**config.mk**
```make
export PLATFORM = sky130hd
export DESIGN_NAME = axi4lite_wr_slave_regs
export DESIGN_NICKNAME = d
export VERILOG_FILES = /design/src/rtl/axi4lite_pkg.sv /design/src/rtl/axi_lite_hold_buf.sv /design/src/rtl/axi4lite_wr_slave_regs.sv
export SDC_FILE = /design/constraint.sdc
export NUM_CORES = 1
export LEC_CHECK = 0
export BUFFER_PORTS_ARGS = -buffer_cell sky130_fd_sc_hd__buf_2
export CORE_ASPECT_RATIO = 1.4
export CORE_MARGIN = 3
export CORE_UTILIZATION = 45
export CTS_CLUSTER_DIAMETER = 150
export DETAILED_ROUTE_END_ITERATION = 10
export PLACE_DENSITY = 0.69
export SYNTH_ARGS = -nofsm -noshare
export SYNTH_HDL_FRONTEND = slang
export SYNTH_SLANG_ARGS = --single-unit
```
**constraint.sdc**
```tcl
create_clock -name clk -period 29.1 [get_ports clk]
set_input_delay 2.91 -clock clk [delete_from_list [all_inputs] [get_ports clk]]
set_output_delay 2.91 -clock clk [all_outputs]
set_load 0.005 [all_outputs]
```
**src/rtl/axi4lite_pkg.sv**
```systemverilog
// Shared types and address decode for the AXI4-Lite register slave.
package axi4lite_pkg;

  typedef enum logic [1:0] {
    RESP_OKAY   = 2'b00,
    RESP_SLVERR = 2'b10
  } resp_t;

  typedef struct packed {
    logic [31:0] idx;
    logic        err;
  } dec_t;

  // Byte address -> register index; err on below-base, out-of-range or misaligned.
  function automatic dec_t addr_decode(input logic [63:0] addr, input logic [63:0] base,
                                       input int unsigned addr_w, input int unsigned num_regs,
                                       input int unsigned data_w);
    logic [63:0] mask;
    logic [63:0] off;
    logic [63:0] idx;
    int unsigned lsb;
    dec_t        d;
    mask  = (addr_w >= 32'd64) ? '1 : ((64'd1 << addr_w) - 64'd1);
    off   = (addr - base) & mask;
    lsb   = (data_w == 32'd64) ? 32'd3 : 32'd2;
    idx   = off >> lsb;
    d.idx = idx[31:0];
    d.err = (addr < base) || (idx >= 64'(num_regs)) ||
            ((off & ((64'd1 << lsb) - 64'd1)) != 64'd0);
    return d;
  endfunction

endpackage

```
**src/rtl/axi_lite_hold_buf.sv**
```systemverilog
// One-entry valid/ready holding register; READY depends only on flops and en.
module axi_lite_hold_buf #(
  parameter int unsigned W = 8
) (
  input  logic         clk,
  input  logic         rst,
  input  logic         en,
  input  logic         valid,
  output logic         ready_c,
  input  logic [W-1:0] din,
  input  logic         clr,
  output logic         full,
  output logic [W-1:0] dout
);

  assign ready_c = en & ~full & ~rst;

  always_ff @(posedge clk or posedge rst) begin
    if (rst) begin
      full <= 1'b0;
      dout <= '0;
    end else if (clr) begin
      full <= 1'b0;
    end else if (valid && ready_c) begin
      full <= 1'b1;
      dout <= din;
    end
  end

endmodule

```
**src/rtl/axi4lite_wr_slave_regs.sv**
```systemverilog
// AXI4-Lite write-only slave: independent AW/W hold buffers, strobed register file, B channel.
module axi4lite_wr_slave_regs
  import axi4lite_pkg::*;
#(
  parameter int unsigned        ADDR_W    = 32,
  parameter int unsigned        DATA_W    = 32,
  parameter int unsigned        NUM_REGS  = 16,
  parameter logic [ADDR_W-1:0]  BASE_ADDR = '0,
  parameter logic [DATA_W-1:0]  RST_VAL   = '0,
  localparam int unsigned       STRB_W    = DATA_W / 8,
  localparam int unsigned       IDX_W     = (NUM_REGS > 1) ? $clog2(NUM_REGS) : 1
) (
  input  logic                       clk,
  input  logic                       rst,
  input  logic                       en,
  input  logic                       AWVALID,
  output logic                       AWREADY,
  input  logic [ADDR_W-1:0]          AWADDR,
  input  logic                       WVALID,
  output logic                       WREADY,
  input  logic [DATA_W-1:0]          WDATA,
  input  logic [STRB_W-1:0]          WSTRB,
  output logic                       BVALID,
  input  logic                       BREADY,
  output logic [1:0]                 BRESP,
  output logic [NUM_REGS*DATA_W-1:0] regs_o,
  output logic                       wr_pulse_o,
  output logic [IDX_W-1:0]           wr_idx_o
);

  logic                     aw_full;
  logic                     w_full;
  logic [ADDR_W-1:0]        aw_q;
  logic [DATA_W-1:0]        wdata_q;
  logic [STRB_W-1:0]        wstrb_q;
  logic                     commit_c;
  dec_t                     dec_c;
  resp_t                    bresp_q;
  logic [DATA_W-1:0]        regs_q [NUM_REGS];

  axi_lite_hold_buf #(.W(ADDR_W)) u_aw_buf (
    .clk     (clk),
    .rst     (rst),
    .en      (en),
    .valid   (AWVALID),
    .ready_c (AWREADY),
    .din     (AWADDR),
    .clr     (commit_c),
    .full    (aw_full),
    .dout    (aw_q)
  );

  axi_lite_hold_buf #(.W(DATA_W + STRB_W)) u_w_buf (
    .clk     (clk),
    .rst     (rst),
    .en      (en),
    .valid   (WVALID),
    .ready_c (WREADY),
    .din     ({WSTRB, WDATA}),
    .clr     (commit_c),
    .full    (w_full),
    .dout    ({wstrb_q, wdata_q})
  );

  // A write commits only when the B slot is free or being drained this edge.
  assign commit_c = aw_full & w_full & (~BVALID | BREADY);
  assign dec_c    = addr_decode(64'(aw_q), 64'(BASE_ADDR), ADDR_W, NUM_REGS, DATA_W);
  assign BRESP    = bresp_q;

  always_ff @(posedge clk or posedge rst) begin
    if (rst) begin
      BVALID     <= 1'b0;
      bresp_q    <= RESP_OKAY;
      wr_pulse_o <= 1'b0;
      wr_idx_o   <= '0;
    end else begin
      wr_pulse_o <= 1'b0;
      if (commit_c) begin
        BVALID  <= 1'b1;
        bresp_q <= dec_c.err ? RESP_SLVERR : RESP_OKAY;
        if (!dec_c.err) begin
          wr_pulse_o <= 1'b1;
          wr_idx_o   <= IDX_W'(dec_c.idx);
        end
      end else if (BVALID && BREADY) begin
        BVALID <= 1'b0;
      end
    end
  end

  // Byte-strobed register file update.
  always_ff @(posedge clk or posedge rst) begin
    if (rst) begin
      for (int i = 0; i < NUM_REGS; i++) regs_q[i] <= RST_VAL;
    end else if (commit_c && !dec_c.err) begin
      for (int i = 0; i < NUM_REGS; i++) begin
        if (dec_c.idx == 32'(i)) begin
          for (int b = 0; b < STRB_W; b++) begin
            if (wstrb_q[b]) regs_q[i][b*8 +: 8] <= wdata_q[b*8 +: 8];
          end
        end
      end
    end
  end

  for (genvar g = 0; g < NUM_REGS; g++) begin : g_flat
    assign regs_o[g*DATA_W +: DATA_W] = regs_q[g];
  end

endmodule

```
==> results by group, run 1 <==
Run status
  • Status: complete, no violations

Job
  • Max-Cap Viols: 0

Clocking
  • CTS tree: built
  • Hold-fix buffers at CTS: 0
  • Num CTS Buffers: 55
  • Clock sink count: 589
  • Root Buffer: clkbuf_16
  • Post-CTS Setup Bufs: 0
  • Worst skew pair latency: 590 ps
  • Clk slew on worst S/H paths: 60 ps
  • Clock Tree Buf Depth: 3
  • H-tree depth: 2
  • PostCTS Resize Cnt: 0

Timing
  • Endpoints failing setup: 0
  • Worst Tran Pin Value: 1040 ps
  • Max-slew violation count: 0
  • Min setup slack post-route: 22710 ps
  • Clock Skews: 11.9 ps
  • Setup TNS: 0 ps
  • Crit path time final: 6390 ps
  • Slew HR: 30.8%
  • RSZ-0062 raised after global routing: no
  • Final hold vios: 0
  • Tcrit/Tclk final: 21.9%
  • Max Fclk: 157 MHz

Global routing
  • Vias in the first global route: 15400
  • Total Routing Usage GR: 24.0%
  • Largest net degree at the start of global routing: 149
  • Grt total ovfl: 0
  • Initial antenna violation count: 7
  • First-pass GRT wire length: 100 mm

Detailed routing
  • ANT nets after route: 0
  • Vias per cell: 5.35
  • Final routed DRC violation total: 0
  • Routed len/inst: 24.7 microns
  • Final WL: 67.1 mm
  • Drt pass-1 iters: 6
  • Vias: 14600
  • Initial DRC count: 464

Critical path
  • Required time worst endpoint: 26190 ps
  • CP Launch Type: input port
  • Crit path capture type: primary output
  • Crit Path Max Fanout: 3
  • Crit path arrival time: 3480 ps
  • Critical path type: input port to primary output
  • Reg2reg setup slack: 25310 ps

Layout
  • Layout cells sized above 1: 63.3%
  • Most frequent cells in the layout: buf_2, dfrtp_1, mux2_2
  • Area growth syn-to-layout: 22.6%
  • Nets: 2097
  • Commonest non-fill, non-tap cell in the layout: buf_2
  • Finished Cell Area: 0.0288 sq mm

Synth
  • Synthesized area per cell: 16.4 sq um
  • #FFs+latches synth: 589
  • Largest area contributor in the netlist: dfrtp_1
  • Yosys cell types: 34
  • Yosys top cell area share: 62.7%
  • Synth Instances: 1434
  • Syn nets: 1508
  • Warnings, synthesis: 0
  • Synthesized area: 0.0235 sq mm
  • Sequential fraction of the synthesis area: 62.7%
  • Area contributors post-synth: dfrtp_1, mux2_2, nand4_4

Place
  • Dpl cell area: 0.0271 sq mm
  • Routability Congestion: 0.807
  • Port bufs: 594
  • Hpwl dp: 47.7 mm
  • Place WS: 22440 ps

Power
  • Peak VDD IR: 0.0000475 V
  • Leak Pwr: 16.8 nW
  • P_int: 0.00133 W
  • Pwr Total: 0.00189 W
  • Net Sw Power: 0.000563 W
  • Share of power burned in registers: 55.0%
  • Pwr per Cell Area: 65.5 mW/mm^2
  • Switching share of power: 29.8%
  • Clock network fraction of design power: 37.0%
  • Combinational share of power: 8.0%

Worst hold path
  • Hold Path Class: flop to flop

Floorplanning
  • Die width: 199 microns
  • Core area: 0.0514 sq mm
  • Die area: 0.0551 sq mm
  • Site Rows: 98
  • Chip Height: 277 microns
  • Top Ports: 596
  • Initial Utilization: 45.8%
state kept, by name, indices dropped and copies added, names as in the netlist:
signal / cells
wr_pulse_o: 1
regs_o: 512
BRESP: 1
u_aw_buf.full: 1
u_aw_buf.dout: 32
wr_idx_o: 4
u_w_buf.full: 1
u_w_buf.dout: 36
BVALID: 1
worst max-delay path: stages:
cell,delay (ps)
buf_2,140
nand2b_1,190
nor2_1,120
buf_2,130
per-stage QoR:
step           hold WS (ps)  std cells  util, %
2_1_floorplan           472       1434        -
3_5_place_dp            475       2616     52.7
3_3_place_gp            470       2616     52.7
6_report                485       2719     56.1
5_1_grt                 500       2717     56.1
4_1_cts                 488       2713     56.1
routing by layer:
metal  global-route usage (%)  vias up  wire, microns
li1                         -     6328              -
met1                     27.9     7601          25200
met2                     42.1      468          34600
met3                     5.77      151           4240
met4                     10.2        2           3070
met5                        0        -             13
cells in the mapped netlist (all sizes together):
cell / number
nand2b: 6
a21o: 2
nand2: 6
or4bb: 3
nor4b: 1
nand4: 65
or4b: 3
nand3b: 4
nor3b: 1
dfrtp: 589
inv: 6
and4: 1
nor4: 3
and2: 1
o21ai: 4
nor3: 10
nor2: 59
conb: 1
a21boi: 1
mux2: 580
nand4b: 2
and3: 1
clkbuf: 53
buf: 22
nand3: 6
or4: 4
path summary, 6_finish.rpt:
path	startpoint	end	cells past startpoint
max reg2reg	u_aw_buf.dout[29]	regs_o[118]	6
max	rst	AWREADY	4
min in group asynchronous	rst	u_aw_buf.dout[22]	2
min	regs_o[205]	regs_o[205]	1
max in group asynchronous	rst	regs_o[13]	5
min reg2reg	regs_o[205]	regs_o[205]	1
power by group through the flow:
stage	sequential, W	combinational, W	clock [W]
after detailed placement	0.00106	0.000154	0
after global placement	0.00105	0.000150	0
final	0.00104	0.000151	0.000699
after floorplan	0.000925	0.000171	0
after CTS	0.00104	0.000155	0.000716
after global routing	0.00105	0.000166	0.000752
cells by family (layout without fill, tap and decap cells):
| family | count (synthesis) | count (layout) | share of synthesized area (%) |
|---|---|---|---|
| mux | 580 | 580 | 27.8 |
| flops | 589 | 589 | 62.7 |
| buf+inv | 81 | 710 | 1.68 |
| simple gates | 176 | 176 | 7.70 |
| other cells | 1 | 7 | 0.0159 |
| compound gates | 7 | 7 | 0.181 |
area by class of cell:
| class | count | area (sq um) |
|---|---|---|
| clock inverter | 15 | 115 |
| timing repair buffer | 607 | 3070 |
| multi-input combinational | 764 | 8410 |
| clock buffer | 82 | 1640 |
| fill | 4232 | 22500 |
| inverter | 6 | 30.0 |
| tap | 650 | 813 |
| sequential | 589 | 14700 |
| antenna | 6 | 15.0 |
Power figures use the tool's default switching activity.
==> run 2, diff against run 1 <==
--- a/config.mk
+++ b/config.mk
@@ -5,6 +5,7 @@
 export SDC_FILE = /design/constraint.sdc
 export NUM_CORES = 1
 export LEC_CHECK = 0
+export ABC_AREA = 1
 export BUFFER_PORTS_ARGS = -buffer_cell sky130_fd_sc_hd__buf_2
 export CORE_ASPECT_RATIO = 1.4
 export CORE_MARGIN = 3
==> constraint.sdc (replaced) <==
create_clock -name clk -period 6.1 [get_ports clk]
set_input_delay 0.61 -clock clk [delete_from_list [all_inputs] [get_ports clk]]
set_output_delay 0.61 -clock clk [all_outputs]
set_load 0.005 [all_outputs]
==> run 2 against run 1 <==
Against the previous run: synthesized area increased by 3.8%; largest cell class unchanged; sequential power rose to 5.3 times the previous value; final area grew 2.3%; power increased to 5.3 times the previous value; worst setup slack worse by 20000 ps; clock power increased to 5.2 times the previous value.
==> results by group, run 2 <==
Synth
  • #FFs+latches synth: 589 (unchanged)
  • Most common cell in the netlist: nand2_1 (was dfrtp_1)
  • Post-synth EDFFs: 0 (unchanged)
  • Synthesized area: 0.0244 sq mm (was 0.0235 sq mm)
  • Yosys top cell area share: 60.4% (was 62.7%)
  • Sequential fraction of the synthesis area: 60.4% (was 62.7%)
  • Syn nets: 2720 (was 1508)
  • Yosys cell types: 23 (was 34)
  • Warnings, synthesis: 0 (unchanged)
  • Asr flop ratio synth: 100% (unchanged)
  • Largest area contributor in the netlist: dfrtp_1 (unchanged)
  • Main flop type after synthesis: dfrtp_1 (unchanged)
  • Synthesized area per cell: 9.22 sq um (was 16.4 sq um)
  • Area contributors post-synth: dfrtp_1, nand2_1, nand4_1 (was dfrtp_1, mux2_2, nand4_4)
  • Synth Instances: 2646 (was 1434)
  • Synth top cells by count: nand2_1, dfrtp_1, nand4_1 (was dfrtp_1, mux2_2, nor2_1)

Detailed routing
  • Initial DRC count: 1967 (was 464)
  • Final routed DRC violation total: 0 (unchanged)
  • ANT nets after route: 0 (unchanged)
  • Vias per cell: 5.63 (was 5.35)
  • Vias: 21700 (was 14600)
  • Drt pass-1 iters: 6 (unchanged)
  • Final WL: 86.2 mm (was 67.1 mm)
  • Routed len/inst: 22.4 microns (was 24.7 microns)

Power
  • Peak VDD IR: 0.000281 V (was 0.0000475 V)
  • Leak Pwr: 17.1 nW (was 16.8 nW)
  • Pwr per Cell Area: 339 mW/mm^2 (was 65.5 mW/mm^2)

Clocking
  • Hold-fix buffers at CTS: 0 (unchanged)
  • PostCTS Resize Cnt: 0 (unchanged)
  • Clk slew on worst S/H paths: 60 ps (about the same)
  • Num CTS Buffers: 56 (was 55)
  • Root Buffer: clkbuf_16 (unchanged)
  • Post-CTS Setup Bufs: 0 (unchanged)
  • Worst skew pair latency: 620 ps (was 590 ps)
  • Clock Tree Buf Depth: 3 (unchanged)
  • Clock sink count: 589 (unchanged)
  • CTS tree: built (unchanged)
  • H-tree depth: 2 (unchanged)

Floorplanning
  • Die area: 0.0571 sq mm (was 0.0551 sq mm)
  • Initial Utilization: 45.7% (was 45.8%)
  • Core area: 0.0534 sq mm (was 0.0514 sq mm)
  • Chip Height: 282 microns (was 277 microns)
  • Top Ports: 596 (unchanged)
  • Die width: 203 microns (was 199 microns)
  • Site Rows: 100 (was 98)

Timing
  • Endpoints failing setup: 0 (unchanged)
  • Max Fclk: 300 MHz
  • Crit path time final: 3330 ps
  • Final hold vios: 0 (unchanged)
  • Tcrit/Tclk final: 54.6%
  • Max-slew violation count: 0 (unchanged)
  • Clock Skews: 15.1 ps (was 11.9 ps)
  • Setup TNS: 0 ps (unchanged)
  • RSZ-0062 raised after global routing: no (unchanged)
  • Slew HR: 19.3% (was 30.8%)
  • Worst Tran Pin Value: 1210 ps (was 1040 ps)

Layout
  • Layout cells sized above 1: 25.9% (was 63.3%)
  • Most frequent cells in the layout: nand2_1, buf_2, dfrtp_1 (was buf_2, dfrtp_1, mux2_2)
  • Nets: 3168 (was 2097)
  • Layout Utilization: 55.2% (was 56.1%)
  • Number of flip-flops in the largest register: 512 (unchanged)
  • Area growth syn-to-layout: 20.8% (was 22.6%)
  • Final std cells w/o fill: 3855 (was 2719)
  • Commonest non-fill, non-tap cell in the layout: nand2_1 (was buf_2)

Critical path
  • Required time worst endpoint: 6600 ps (was 26190 ps)
  • Crit path arrival time: 3830 ps (was 3480 ps)
  • CP Launch Type: flop (was input port)
  • Crit Path Max Fanout: 36 (was 3)
  • Critical path type: flop to flop (was input port to primary output)
  • Crit path capture type: flop (was primary output)

Run status
  • Status: complete, no violations (unchanged)

Global routing
  • First-pass GRT wire length: 127 mm (was 100 mm)
  • Largest net degree at the start of global routing: 216 (was 149)
  • Grt total ovfl: 0 (unchanged)
  • Vias in the first global route: 20400 (was 15400)
  • Initial antenna violation count: 1 (was 7)
  • Total Routing Usage GR: 28.9% (was 24.0%)

Job
  • Max-Cap Viols: 0 (unchanged)

Place
  • Placed instance count: 3750 (was 2616)
  • Hpwl dp: 57.5 mm (was 47.7 mm)
  • Port bufs: 594 (unchanged)
  • Routability Congestion: 0.850 (was 0.807)

Worst hold path
  • Hold Path Class: input port to async pin (was flop to flop)
==> run 2: logic make-up (layout without fill, tap and decap cells) <==
family / after synthesis / in the layout / share of synthesized area, %
AND/OR/NAND/NOR: 1739 / 1739 / 32.0
buffers and inverters: 244 / 736 / 4.51
AO/OA/AOI/OAI: 10 / 10 / 0.210
multiplexers: 63 / 63 / 2.91
flip-flops: 589 / 589 / 60.4
other: 1 / 4 / 0.0154
==> run 2: power by group <==
group | switching, W | internal, W
Clock | 0.00153 | 0.00213
Sequential | 0.00134 | 0.00413
Combinational | 0.000601 | 0.000261
==> run 2: final cells by class <==
cell class	instances	area, sq um
clock inverters	15	186
multi-input cells	1813	8620
fillers	4762	23900
well taps	714	893
diodes	3	7.51
flip-flops and latches	589	14800
inverters	13	52.6
clock buffers	87	1750
repair buffers	621	3230
==> run 2: worst paths after layout <==
path	depth (start not counted)	slack (ps)	from	to
hold reg to reg	2	460	regs_o[499]	regs_o[499]
max in group asynchronous	4	4390	rst	regs_o[470]
hold / removal	3	150	rst	u_aw_buf.dout[15]
setup reg to reg	6	2770	u_aw_buf.dout[14]	regs_o[112]
min in group clk	2	230	WDATA[23]	u_w_buf.dout[23]
setup / recovery	6	2770	u_aw_buf.dout[14]	regs_o[112]
==> run 2: routing by layer <==
layer,wire (microns),vias up,GRT usage [%]
li1,-,9737,-
met1,32600,10600,36.9
met2,40700,1139,46.8
met3,7860,250,6.13
met4,5080,0,14.6
met5,0,-,0
==> run 2: worst max-delay path: stages (launching register included) <==
cell,delay (ps)
dfrtp_1,380
nor2_1,220
nand4_2,720
nor2_4,1090
nand3_1,530
nand2_1,190
nand2_1,60
==> run 2: metrics by stage <==
| stage | setup slack [ps] | area, sq um | total power (W) | hold WS, ps |
|---|---|---|---|---|
| floorplan | -2540 | 24400 | 0.00565 | 465 |
| global route | 2490 | 29500 | 0.0103 | 212 |
| finish | 2770 | 29500 | 0.00998 | 150 |
| global placement | 2900 | 27500 | 0.00628 | 448 |
| CTS | 2810 | 29500 | 0.00995 | 184 |
| detailed placement | 2820 | 27500 | 0.00632 | 453 |
